==> config.mk <==
export PLATFORM = sky130hd
export DESIGN_NAME = jk_register
export DESIGN_NICKNAME = d
export VERILOG_FILES = /design/src/rtl/jk_register.sv
export SDC_FILE = /design/constraint.sdc
export NUM_CORES = 1
export LEC_CHECK = 0
export CAP_MARGIN = 10
export CORE_ASPECT_RATIO = 1.25
export CORE_MARGIN = 1
export CORE_UTILIZATION = 31
export DETAILED_ROUTE_END_ITERATION = 6
export PLACE_DENSITY = 0.68
export SLEW_MARGIN = 10
export SYNTH_ARGS = -nofsm -noshare
export SYNTH_HDL_FRONTEND = slang
export SYNTH_SLANG_ARGS = --single-unit
==> constraint.sdc <==
create_clock -name Clk -period 2.8 [get_ports Clk]
set_clock_uncertainty 0.1 [all_clocks]
set_input_delay 0.56 -clock Clk [delete_from_list [all_inputs] [get_ports Clk]]
set_output_delay 0.56 -clock Clk [all_outputs]
set_load 0.03 [all_outputs]
==> src/rtl/jk_register.sv <==
// jk_register: a bank of WIDTH independent JK-style state bits with
// alternative load, toggle and rotate modes, plus change tracking.
//
// Ports:
//   Clk      - sole clock, all state updates on the rising edge
//   Rst_n    - synchronous active-low reset (clears Q, Changed, ChgCnt)
//   En       - update enable; 0 freezes Q and forces Changed to 0
//   Mode     - 00 JK, 01 parallel load of D, 10 toggle where J=1, 11 rotate left
//   J, K     - per-bit set / reset inputs
//   D        - parallel load data (Mode 01)
//   Clr      - synchronous clear of ChgCnt only, wins over an increment
//   Q        - registered state
//   Qbar     - combinational inverse of Q
//   Changed  - registered mask of bits that flipped at the last edge
//   ChgCnt   - saturating count of edges at which Q changed
module jk_register #(
  parameter int WIDTH = 8,
  parameter int CNT_W = 8
) (
  input  logic             Clk,
  input  logic             Rst_n,
  input  logic             En,
  input  logic [1:0]       Mode,
  input  logic [WIDTH-1:0] J,
  input  logic [WIDTH-1:0] K,
  input  logic [WIDTH-1:0] D,
  input  logic             Clr,
  output logic [WIDTH-1:0] Q,
  output logic [WIDTH-1:0] Qbar,
  output logic [WIDTH-1:0] Changed,
  output logic [CNT_W-1:0] ChgCnt
);

  localparam logic [CNT_W-1:0] CNT_MAX = {CNT_W{1'b1}};
  localparam logic [CNT_W-1:0] CNT_ONE = {{(CNT_W-1){1'b0}}, 1'b1};
  localparam logic [CNT_W-1:0] CNT_ZERO = {CNT_W{1'b0}};
  localparam logic [WIDTH-1:0] Q_ZERO = {WIDTH{1'b0}};

  logic [WIDTH-1:0] q_r;
  logic [WIDTH-1:0] changed_r;
  logic [CNT_W-1:0] cnt_r;

  logic [WIDTH-1:0] q_next_s;
  logic [WIDTH-1:0] rot_s;
  logic [WIDTH-1:0] changed_next_s;
  logic [CNT_W-1:0] cnt_next_s;

  // Rotate left by one; the modulo index makes WIDTH=1 degenerate to a hold.
  always_comb begin
    rot_s = q_r;
    for (int i = 0; i < WIDTH; i++) begin
      rot_s[i] = q_r[(i + WIDTH - 1) % WIDTH];
    end
  end

  // Next-state selection for Q; holding is the default when disabled.
  always_comb begin
    q_next_s = q_r;
    if (En) begin
      case (Mode)
        2'b00:   q_next_s = (J & ~q_r) | (~K & q_r);  // JK characteristic equation
        2'b01:   q_next_s = D;
        2'b10:   q_next_s = q_r ^ J;
        2'b11:   q_next_s = rot_s;
        default: q_next_s = q_r;
      endcase
    end else begin
      q_next_s = q_r;
    end
  end

  // Change mask and saturating change counter; Clr overrides any increment.
  always_comb begin
    changed_next_s = q_next_s ^ q_r;
    cnt_next_s     = cnt_r;
    if (Clr) begin
      cnt_next_s = CNT_ZERO;
    end else if ((changed_next_s != Q_ZERO) && (cnt_r != CNT_MAX)) begin
      cnt_next_s = cnt_r + CNT_ONE;
    end else begin
      cnt_next_s = cnt_r;
    end
  end

  // State registers with synchronous active-low reset.
  always_ff @(posedge Clk) begin
    if (!Rst_n) begin
      q_r       <= Q_ZERO;
      changed_r <= Q_ZERO;
      cnt_r     <= CNT_ZERO;
    end else begin
      q_r       <= q_next_s;
      changed_r <= changed_next_s;
      cnt_r     <= cnt_next_s;
    end
  end

  assign Q       = q_r;
  assign Qbar    = ~q_r;
  assign Changed = changed_r;
  assign ChgCnt  = cnt_r;

endmodule

==> impl_metrics.ini <==
[critical_path]
arrival_ps = 2740
critPathTopFamily = compound AO/OA/AOI/OAI gates
path_buf_inv = 2
regToRegEndpoint = ChgCnt[3]
slowest_delay_ps = 470
r2r_start = Q[7]
critPathKind = in -> reg
crit_start = J[7]
cp_max_fo = 7
critPathCaptureType = flop
required_ps = 2900
slowest_stage = mux4_2
critPathLaunchType = primary input
cp.depth = 9
reg2reg_depth = 8
crit_end = ChgCnt[3]
crit_chain = clkdlybuf4s50_1 -> xnor2_1 -> mux4_2 -> o2bb2ai_1 -> a211oi_2 -> and3_4 -> buf_4 -> o21ai_1 -> a21oi_1
r2r_setup_slack_ps = 440

[global_route]
grt_max_degree = 21
antenna_found_initial = 0
grt_remaining_overflow = 0
first_global_vias = 1724
grt_use_total_pct = 18.4
grt_pass1_wl_mm = 7.76

[floorplanning]
design.core.area_um2 = 4830
dieHeight_um = 82.2
start_util_pct = 33.0
die_w_um = 66.2
ios = 62
die_area_um2 = 5440
rows = 28

[timing]
setup_viol_count_final = 0
period_share_pct = 94.4
max_slew_margin_pct = 78.4
timing.fmax_ghz = 0.378
hold_violations = 0
grt_setup_unrepaired = false
tightest_slew_ps = 318
period_minus_slack_ps = 2640
slew_viol_final = 0

[layout]
layout_commonest_cell = clkdlybuf4s50_1
final_util_pct = 52.5
num-nets-final = 312
layout_common_cells = clkdlybuf4s50_1, dfxtp_1, buf_4
n_antenna_cell = 0
area.growth.synth_to_final_pct = 58.9
drive_gt1_share_pct = 16.8
register_area_um2 = 480
final.fill_count = 487
multi_input_area_um2 = 1050

[pwr]
finalPower_mw = 1.02
p_clk_share_pct = 23.8
switchingPower_mw = 0.332
power_density_nw_per_um2 = 401
swShare_pct = 32.7
p_int_mw = 0.684
pwr-share-comb_pct = 38.6
p_seq_share_pct = 37.6
ir_worst_vdd_uv = 215
p_leak_nw = 1.00

[synthesis]
postSynthNetCount = 230
syn_inst = 199
seq_area_frac_synth_pct = 30.1
syn_area_per_cell_um2 = 8.02
synth_seq_cells = 24
yosysWarningCount = 0
ys_types = 49
syn_area_um2 = 1600
synthArstFlopShare_pct = 0
synth-edff-count = 0
synth_ff_type = dfxtp_1

[clock_network]
cts_root_buf = clkbuf_8
clk_latency_ps = 270
ctsHoldBuffers = 0
clock_sinks = 24
cts_tree = done
h-tree-depth = 1
clk_pin_slew_ps = 80
cts_made_buffers = 3
clk_path_buf_depth = 2

[route]
wl_mm = 4.70
vias_per_cell = 5.24
drtAntennaViolNets = 0
drt_first_pass_iters = 4
num_vias = 1780
drt_iter0_drc = 40
drc = 0
avgRoutedWirePerCell_um = 13.8

[placement]
dp_hpwl_mm = 3.63
routabilityCongestion = 0.918
io_buffers = 61

[flow_run]
cap_violations = 0

[hold_path]
hold_path.class = reg -> reg

[status]
run_status = complete, no violations
[kinds of logic (layout without fill, tap and decap cells)]
kind of cell | after synthesis | after routing | share of synthesized area, %
and+or+nand+nor | 70 | 71 | 23.4
AOI/OAI and AO/OA | 57 | 57 | 23.4
DFF | 24 | 24 | 30.1
buffers and inverters | 23 | 103 | 6.97
muxes | 17 | 17 | 11.5
xor gates and xnor gates | 7 | 7 | 3.84
adders and majority gates | 1 | 1 | 0.784
[registers in the layout (all words and copies together) (netlist names)]
name     count
ChgCnt       8
Changed      8
Q            8
[layer usage]
layer | vias up | global-route usage, % | routed length [um] | share of wire (%)
met5 | - | 0 | 0 | 0
met4 | 0 | 5.11 | 63 | 1.3
met3 | 7 | 2.75 | 210 | 4.5
met2 | 49 | 33.5 | 2390 | 51
met1 | 831 | 22.2 | 2030 | 43
li1 | 893 | - | - | -
[cell usage after synthesis (2+ instances only)]
cell / n / share of area [%]
inv_1: 11 / 2.6
a21oi_1: 17 / 5.3
dfxtp_1: 24 / 30
a31o_2: 2 / 1.1
xnor2_1: 7 / 3.8
and3_1: 3 / 1.2
a22oi_1: 2 / 0.94
a22o_1: 2 / 1.1
o21ai_1: 5 / 1.6
buf_6: 3 / 2.1
nand4_1: 2 / 0.78
o31ai_1: 2 / 0.94
mux2i_1: 15 / 9.4
o21a_1: 4 / 1.9
or3_1: 4 / 1.6
nand3_1: 13 / 4.1
buf_2: 2 / 0.63
nand2_1: 19 / 4.5
o21ai_0: 8 / 2.5
nor2_1: 5 / 1.2
a211oi_1: 2 / 0.94
clkbuf_1: 6 / 1.4
nor3_1: 3 / 0.94
o41ai_1: 2 / 1.1
nand2b_1: 2 / 0.78
nor2b_1: 10 / 3.9
and2_1: 2 / 0.78
[tightest hold or removal path, cell delays in order (launching register included)]
cell and delay (ps):
dfxtp_1 340, o21ai_1 70, a21oi_1 60
[power groups by stage]
stage	clock network (mW)	registers (mW)	logic (mW)
2_1_floorplan	0	0.423	0.172
3_3_place_gp	0	0.390	0.367
3_5_place_dp	0	0.390	0.371
4_1_cts	0.247	0.382	0.384
5_1_grt	0.262	0.386	0.422
6_report	0.242	0.382	0.393
[timing repair]
item | in CTS | in global routing
cloned | 1 | 0
pin swaps | 1 | 1
setup buffers | 0 | 2
endpoints found under the hold margin | 0 | 0
endpoints found under the setup margin | 8 | 8
resized for setup | 7 | 6
[area by class of cell]
class | instances | share of cell area, %
Clock buffer | 4 | 2.17
Inverter | 12 | 1.92
Multi-Input combinational cell | 153 | 41.4
Sequential cell | 24 | 18.9
Tap cell | 60 | 2.96
Timing Repair Buffer | 87 | 32.6
[metrics by stage]
stage	std cells	hold slack [ps]	setup slack, ps	area [um2]	TNS (ps)
3_3_place_gp	333	399	-294	2410	-2060
3_5_place_dp	333	413	-407	2410	-2860
6_report	340	417	156	2540	0
2_1_floorplan	199	527	369	1600	0
4_1_cts	338	427	32.4	2500	0
5_1_grt	340	444	52.7	2540	0
[how the worst min path moves through the flow]
stage                    from   endpoint  slack (ps)  cells after the start
floorplan           ChgCnt[5]  ChgCnt[5]         530                      2
global placement    ChgCnt[5]  ChgCnt[5]         400                      2
detailed placement  ChgCnt[5]  ChgCnt[5]         410                      2
CTS                 ChgCnt[5]  ChgCnt[5]         430                      2
global route        ChgCnt[5]  ChgCnt[5]         440                      2
finish              ChgCnt[5]  ChgCnt[5]         420                      2
(Power assumes the default switching activity.)
